**src/rtl/fog_loop_if.sv**
```systemverilog
// Control/data bundle between the loop sequencer and its neighbours
// (demodulator error path, modulation trigger, phase_ramp_gen drive).
interface fog_loop_if;
  logic               i_enable;
  logic               i_trig;
  logic signed [31:0] i_err;
  logic               i_err_vld;
  logic        [4:0]  i_gain_sh;
  logic        [31:0] i_step_max;
  logic        [15:0] i_settle_cnt;
  logic        [31:0] i_v2pi_init;
  logic signed [31:0] i_v2pi_err;
  logic               i_v2pi_vld;
  logic        [4:0]  i_v2pi_gain_sh;
  logic signed [31:0] o_step;
  logic        [31:0] o_v2pi;
  logic               o_fb_on;
  logic        [1:0]  o_state;
  logic               o_sat;

  modport master (
    output i_enable, i_trig, i_err, i_err_vld, i_gain_sh, i_step_max,
           i_settle_cnt, i_v2pi_init, i_v2pi_err, i_v2pi_vld, i_v2pi_gain_sh,
    input  o_step, o_v2pi, o_fb_on, o_state, o_sat
  );

  modport slave (
    input  i_enable, i_trig, i_err, i_err_vld, i_gain_sh, i_step_max,
           i_settle_cnt, i_v2pi_init, i_v2pi_err, i_v2pi_vld, i_v2pi_gain_sh,
    output o_step, o_v2pi, o_fb_on, o_state, o_sat
  );
endinterface

```
**src/rtl/fog_loop_ctrl.sv**
```systemverilog
// Closed-loop sequencer for the fibre-gyro feedback path.
// IDLE -> SETTLE -> LOCK sequencing, rate-error integration into the ramp
// step on each modulation trigger, and the secondary 2pi-voltage loop.
module fog_loop_ctrl #(
  parameter int unsigned SAT_LIMIT = 16,
  parameter logic [31:0] V2PI_MIN  = 32'd1000,
  parameter logic [31:0] V2PI_MAX  = 32'd30000
) (
  input logic       i_clk,
  input logic       i_rst_n,
  fog_loop_if.slave bus
);

  localparam int SAT_W = $clog2(SAT_LIMIT + 1);

  typedef enum logic [1:0] {
    ST_IDLE   = 2'd0,
    ST_SETTLE = 2'd1,
    ST_LOCK   = 2'd2,
    ST_FAULT  = 2'd3
  } state_t;

  state_t             state;
  logic signed [31:0] step_p1;
  logic        [31:0] v2pi_p1;
  logic               fb_on_p1;
  logic               sat_p1;
  logic        [15:0] settle_cnt;
  logic [SAT_W-1:0]   sat_cnt;
  logic signed [31:0] err_pend_p0;
  logic               pend_vld_p0;

  logic signed [31:0] err_sh;
  logic signed [31:0] v2pi_err_sh;
  logic signed [32:0] step_sum;
  logic signed [32:0] v2pi_sum;
  logic signed [31:0] step_new;
  logic               step_hit;
  logic               step_upd;
  logic               settle_done;

  // Symmetric clamp of the integrated step; magnitude limited to what a
  // signed 32-bit step can represent.
  function automatic logic signed [31:0] sat_step(input logic signed [32:0] sum,
                                                  input logic [31:0] lim);
    logic signed [32:0] hi;
    logic signed [32:0] lo;
    hi = lim[31] ? 33'sh0_7FFF_FFFF : $signed({1'b0, lim});
    lo = -hi;
    if (sum > hi) return hi[31:0];
    if (sum < lo) return lo[31:0];
    return sum[31:0];
  endfunction

  // Clamp of the 2pi voltage into its legal window.
  function automatic logic [31:0] sat_v2pi(input logic signed [32:0] sum);
    if (sum > $signed({1'b0, V2PI_MAX})) return V2PI_MAX;
    if (sum < $signed({1'b0, V2PI_MIN})) return V2PI_MIN;
    return sum[31:0];
  endfunction

  assign err_sh      = err_pend_p0 >>> bus.i_gain_sh;
  assign v2pi_err_sh = bus.i_v2pi_err >>> bus.i_v2pi_gain_sh;
  assign step_sum    = $signed({step_p1[31], step_p1}) + $signed({err_sh[31], err_sh});
  assign v2pi_sum    = $signed({1'b0, v2pi_p1}) + $signed({v2pi_err_sh[31], v2pi_err_sh});
  assign step_new    = sat_step(step_sum, bus.i_step_max);
  assign step_hit    = (step_sum != {step_new[31], step_new});
  assign step_upd    = (state == ST_LOCK) && bus.i_trig && pend_vld_p0;
  assign settle_done = (settle_cnt >= bus.i_settle_cnt) ||
                       (bus.i_trig && (({1'b0, settle_cnt} + 17'd1) >= {1'b0, bus.i_settle_cnt}));

  // Sequencer, error capture, step integrator and v2pi loop in one register stage.
  always_ff @(posedge i_clk or negedge i_rst_n) begin
    if (!i_rst_n) begin
      state       <= ST_IDLE;
      step_p1     <= '0;
      v2pi_p1     <= '0;
      fb_on_p1    <= 1'b0;
      sat_p1      <= 1'b0;
      settle_cnt  <= '0;
      sat_cnt     <= '0;
      err_pend_p0 <= '0;
      pend_vld_p0 <= 1'b0;
    end else if (!bus.i_enable) begin
      state       <= ST_IDLE;
      step_p1     <= '0;
      fb_on_p1    <= 1'b0;
      sat_p1      <= 1'b0;
      settle_cnt  <= '0;
      sat_cnt     <= '0;
      pend_vld_p0 <= 1'b0;
    end else begin
      // A trigger consumes the old pending error; a coincident new one stays pending.
      if (bus.i_err_vld) err_pend_p0 <= bus.i_err;
      pend_vld_p0 <= bus.i_err_vld | (pend_vld_p0 & ~step_upd);

      unique case (state)
        ST_IDLE: begin
          state      <= ST_SETTLE;
          v2pi_p1    <= bus.i_v2pi_init;
          settle_cnt <= '0;
          sat_cnt    <= '0;
          sat_p1     <= 1'b0;
          step_p1    <= '0;
          fb_on_p1   <= 1'b0;
        end
        ST_SETTLE: begin
          if (settle_done) begin
            state    <= ST_LOCK;
            fb_on_p1 <= 1'b1;
          end else if (bus.i_trig) begin
            settle_cnt <= settle_cnt + 16'd1;
          end
        end
        ST_LOCK: begin
          if (step_upd) begin
            sat_p1 <= step_hit;
            if (!step_hit) begin
              sat_cnt <= '0;
              step_p1 <= step_new;
            end else if (sat_cnt >= SAT_W'(SAT_LIMIT - 1)) begin
              state    <= ST_FAULT;
              step_p1  <= '0;
              fb_on_p1 <= 1'b0;
            end else begin
              sat_cnt <= sat_cnt + SAT_W'(1);
              step_p1 <= step_new;
            end
          end
          if (bus.i_v2pi_vld) v2pi_p1 <= sat_v2pi(v2pi_sum);
        end
        ST_FAULT: begin
          step_p1  <= '0;
          fb_on_p1 <= 1'b0;
          sat_p1   <= 1'b1;
        end
      endcase
    end
  end

  assign bus.o_step  = step_p1;
  assign bus.o_v2pi  = v2pi_p1;
  assign bus.o_fb_on = fb_on_p1;
  assign bus.o_state = state;
  assign bus.o_sat   = sat_p1;

endmodule

```
**src/flat_wrapper.sv**
```systemverilog
// flat-port wrapper written by rule: the top's interface ports become plain ports
module fog_loop_ctrl_flat 
#(
  parameter int unsigned SAT_LIMIT = 16,
  parameter logic [31:0] V2PI_MIN  = 32'd1000,
  parameter logic [31:0] V2PI_MAX  = 32'd30000
)
  (i_clk, i_rst_n, bus_i_enable, bus_i_trig, bus_i_err, bus_i_err_vld, bus_i_gain_sh, bus_i_step_max, bus_i_settle_cnt, bus_i_v2pi_init, bus_i_v2pi_err, bus_i_v2pi_vld, bus_i_v2pi_gain_sh, bus_o_step, bus_o_v2pi, bus_o_fb_on, bus_o_state, bus_o_sat);
  fog_loop_if bus_i ();
  input logic i_clk;
  input logic i_rst_n;
  input wire logic [$bits(bus_i.i_enable)-1:0] bus_i_enable;
  input wire logic [$bits(bus_i.i_trig)-1:0] bus_i_trig;
  input wire logic [$bits(bus_i.i_err)-1:0] bus_i_err;
  input wire logic [$bits(bus_i.i_err_vld)-1:0] bus_i_err_vld;
  input wire logic [$bits(bus_i.i_gain_sh)-1:0] bus_i_gain_sh;
  input wire logic [$bits(bus_i.i_step_max)-1:0] bus_i_step_max;
  input wire logic [$bits(bus_i.i_settle_cnt)-1:0] bus_i_settle_cnt;
  input wire logic [$bits(bus_i.i_v2pi_init)-1:0] bus_i_v2pi_init;
  input wire logic [$bits(bus_i.i_v2pi_err)-1:0] bus_i_v2pi_err;
  input wire logic [$bits(bus_i.i_v2pi_vld)-1:0] bus_i_v2pi_vld;
  input wire logic [$bits(bus_i.i_v2pi_gain_sh)-1:0] bus_i_v2pi_gain_sh;
  output wire logic [$bits(bus_i.o_step)-1:0] bus_o_step;
  output wire logic [$bits(bus_i.o_v2pi)-1:0] bus_o_v2pi;
  output wire logic [$bits(bus_i.o_fb_on)-1:0] bus_o_fb_on;
  output wire logic [$bits(bus_i.o_state)-1:0] bus_o_state;
  output wire logic [$bits(bus_i.o_sat)-1:0] bus_o_sat;
  assign bus_i.i_enable = bus_i_enable;
  assign bus_i.i_trig = bus_i_trig;
  assign bus_i.i_err = bus_i_err;
  assign bus_i.i_err_vld = bus_i_err_vld;
  assign bus_i.i_gain_sh = bus_i_gain_sh;
  assign bus_i.i_step_max = bus_i_step_max;
  assign bus_i.i_settle_cnt = bus_i_settle_cnt;
  assign bus_i.i_v2pi_init = bus_i_v2pi_init;
  assign bus_i.i_v2pi_err = bus_i_v2pi_err;
  assign bus_i.i_v2pi_vld = bus_i_v2pi_vld;
  assign bus_i.i_v2pi_gain_sh = bus_i_v2pi_gain_sh;
  assign bus_o_step = bus_i.o_step;
  assign bus_o_v2pi = bus_i.o_v2pi;
  assign bus_o_fb_on = bus_i.o_fb_on;
  assign bus_o_state = bus_i.o_state;
  assign bus_o_sat = bus_i.o_sat;
  fog_loop_ctrl #(.SAT_LIMIT(SAT_LIMIT), .V2PI_MIN(V2PI_MIN), .V2PI_MAX(V2PI_MAX)) u_core (.i_clk(i_clk), .i_rst_n(i_rst_n), .bus(bus_i));
endmodule
```
**config.mk**
```make
export PLATFORM = sky130hd
export DESIGN_NAME = fog_loop_ctrl_flat
export DESIGN_NICKNAME = d
export VERILOG_FILES = /design/src/rtl/fog_loop_if.sv /design/src/rtl/fog_loop_ctrl.sv /design/src/flat_wrapper.sv
export SDC_FILE = /design/constraint.sdc
export NUM_CORES = 1
export LEC_CHECK = 0
export ABC_AREA = 1
export CORE_MARGIN = 2
export CORE_UTILIZATION = 30
export CTS_BUF_LIST = sky130_fd_sc_hd__clkbuf_8
export DETAILED_ROUTE_END_ITERATION = 12
export REMOVE_ABC_BUFFERS = 1
export SLEW_MARGIN = 20
export SYNTH_ARGS = -nofsm -noshare
export SYNTH_HDL_FRONTEND = slang
export SYNTH_SLANG_ARGS = --single-unit
```
**constraint.sdc**
```tcl
create_clock -name i_clk -period 6.4 [get_ports i_clk]
set_input_delay 1.28 -clock i_clk [delete_from_list [all_inputs] [get_ports i_clk]]
set_output_delay 1.28 -clock i_clk [all_outputs]
set_load 0.02 [all_outputs]
```
==> results.yml <==
status:
  status: "finished, violations left"
  violations: "negative setup slack"
route:
  wl_per_cell_um: 16.54
  antenna_left: 0
  routed_wl_um: 72860
  first_pass_iters: 6
  viasPerCell: 5.019
  initialDrtViolationCount: 1663
  dr_total_vias: 22108
  post-route-drc-count: 0
die:
  die_w_um: 244.4
  start_util: 0.3023
  num_io_pins: 228
  die_h_um: 244.4
  dieArea_mm2: 0.05974
  core-area_mm2: 0.05737
  rows: 88
global_routing:
  grt_pass1_vias: 21029
  grt_usage: 0.2321
  grt_pass1_wl_um: 110800
  grt.overflow.total: 0
  antenna_found_initial: 1
  grt_max_degree: 64
clock_tree:
  htreeDepth: 4
  path_clk_slew_ns: 0.08
  cts_sinks: 122
  clock_latency_ns: 0.49
  cts_tree: "yes"
  cts_made_buffers: 17
  cts-root-buf: "clkbuf_8"
  clock_path_buffers: 2
setup_path:
  crit_slowest_cell: "ha_1"
  max_stage_delay_ns: 0.37
  worstPathArrival_ns: 7.29
  r2r_start: "u_core.err_pend_p0[31]"
  critPathTopFamily: "simple AND/OR/NAND/NOR gates"
  end_kind: "register"
  path_common_cell: "nand2_2"
  r2r_slack_ns: 0.20
  reg2reg_to: "u_core.bus.o_step[14]"
  cp_data_required_time_ns: 6.81
  start_kind: "input pin"
  rr_worst_depth: 48
  crit_fanout: 9
  critPathKind: "input pin to register"
  worst-path-buf-inv: 16
synth:
  synth_top_family_by_area: "simple AND/OR/NAND/NOR gates"
  synthXorXnorAreaFrac: 0.04597
  synth_compound_area_frac: 0.1653
  ys.flop_type: "dfrtp_1"
  ys_seq_elements: 122
  seq_area_frac_synth: 0.1761
  syn_area_mm2: 0.01734
  synthAdderAreaFrac: 0.1228
  yosys_warnings: 0
  synth_cell_types: 53
  syn_area_per_cell_um2: 6.042
  synth-edff-count: 0
  yosys-mux-area-fraction: 0.02872
  netlist_instances: 2870
  synth-async-reset-ratio: 1.000
  synth_simple_gate_area_frac: 0.3656
place:
  routabilityCongestion: 0.9465
  dp_hpwl_um: 55890
  port_buffers: 227
  placedCellCount: 4282
  dpl_cell_area_mm2: 0.02420
sta:
  setup_ws_ns: -0.4737
  tightest_slew_ns: 0.9867
  slew_viol_final: 0
  clock_skew_ns: 0.01589
  layout_min_cycle_time_ns: 6.874
  rsz0062_at_grt: "yes"
  relSlewSlack: 0.3422
  setup-violations-final: 41
  max_freq_mhz: 145.5
  hold_viol: 0
  min_period_over_period: 1.074
worst_hold_path:
  hold_end: "u_core.bus.o_sat"
  hp-class: "register to register"
  holdPathStages: 2
  hold_path_startpoint: "u_core.bus.o_sat"
cells_and_area:
  drive_above_1_share: 0.3064
  design_area_mm2: 0.02779
  fin_cells: 4405
  most-common-layout-cells: "nand2_1 (745), buf_4 (553), inv_1 (288), nand3_1 (239), clkdlybuf4s50_1 (222)"
  area_delta_synth_final_pct: 60.27
  utilization: 0.4844
  final_nets: 3955
  final_common_cell: "nand2_1"
power_and_ir_drop:
  p_leak_nw: 13.95
  max-vdd-ir-drop_mv: 0.1954
  total_power_mw: 10.18
  cellPowerDensity_mw_per_mm2: 366.4
job:
  drv_cap: 0
cell families after synthesis:
family	after synthesis
flip-flops	122
adder cells (fa/ha/maj)	169
buffers and inverters	417
XOR/XNOR	91
AND/OR/NAND/NOR	1505
multiplexers	46
AO/OA/AOI/OAI	520
layout make-up:
| class | count | area [um^2] |
|---|---|---|
| clock buffer | 18 | 247.7 |
| inverter | 311 | 1200 |
| sequential | 122 | 3053 |
| fill | 5643 | 29580 |
| multi-input combinational | 2331 | 14670 |
| antenna | 1 | 2.502 |
| timing repair buffer | 843 | 7508 |
| tap | 765 | 957.2 |
| clock inverter | 14 | 147.6 |
worst max path at each step:
stage	depth (start not counted)	endpoint	start
after floorplan	47	u_core.bus.o_step[1]	bus_i_gain_sh[0]
after global placement	48	u_core.bus.o_sat	bus_i_gain_sh[0]
after detailed placement	48	u_core.bus.o_sat	bus_i_gain_sh[0]
after CTS	56	u_core.bus.o_step[2]	bus_i_gain_sh[0]
after global routing	55	u_core.bus.o_step[14]	bus_i_gain_sh[0]
final	51	u_core.bus.o_step[14]	bus_i_gain_sh[0]
power breakdown:
group	internal, mW	switching, mW
clock network	0.356	0.378
logic	3.72	4.55
registers	0.949	0.227
total	5.03	5.15
stage by stage:
step | setup slack [ns] | setup TNS, ns | hold slack, ns
global route | -0.7609 | -29.09 | 0.5080
floorplan | -1.517 | -58.00 | 0.4495
CTS | -0.3326 | -12.52 | 0.4942
global placement | -1.910 | -74.96 | 0.4739
finish | -0.4737 | -17.21 | 0.4932
detailed placement | -1.935 | -75.18 | 0.4701
worst register-to-register path: cells and delay by family, from the launching register on:
family | cells | cell delay (ns)
AOI/OAI and AO/OA | 5 | 0.65
adders and majority gates | 2 | 0.65
buffers and inverters | 15 | 1.65
DFF | 1 | 0.43
and+or+nand+nor | 26 | 2.73
cell usage after synthesis, drive strengths merged (12+ instances only):
cell	count	area [um^2]
ha	167	2090
buf	33	208.9
clkbuf	73	274.0
nand3	314	1587
dfrtp	122	3053
nand4	33	206.5
xor2	69	604.3
mux2	30	337.8
nand2	882	3351
nor4	12	81.33
inv	307	1157
o21a	13	97.59
a21oi	156	780.8
nor2	236	937.2
nor3	19	117.6
xnor2	22	192.7
o21ai	273	1404
o211ai	20	150.1
mux2i	16	160.2
per-layer routing:
layer  up-vias  GRT usage  part of all wire
li1      11057          -                 -
met1     10200     0.3075              0.44
met2       700     0.3815              0.46
met3       151    0.03237             0.061
met4         0    0.08824             0.039
met5         -          0                 0
flip-flops by register name, summed over array words and instances, names as in the netlist:
| signal | count |
|---|---|
| u_core.bus.o_fb_on | 1 |
| u_core.settle_cnt | 16 |
| u_core.err_pend_p0 | 32 |
| u_core.bus.o_sat | 1 |
| u_core.sat_cnt | 5 |
| u_core.bus.o_step | 32 |
| u_core.pend_vld_p0 | 1 |
| u_core.bus.o_state | 2 |
| u_core.bus.o_v2pi | 32 |
repair_timing:
item,in CTS,in global routing
setup endpoints to repair,41,56
buffers inserted,49,33
resized for setup,305,323
pin swaps,105,190
cloned,10,6
hold buffers,0,0
Power figures use the tool's default switching activity.
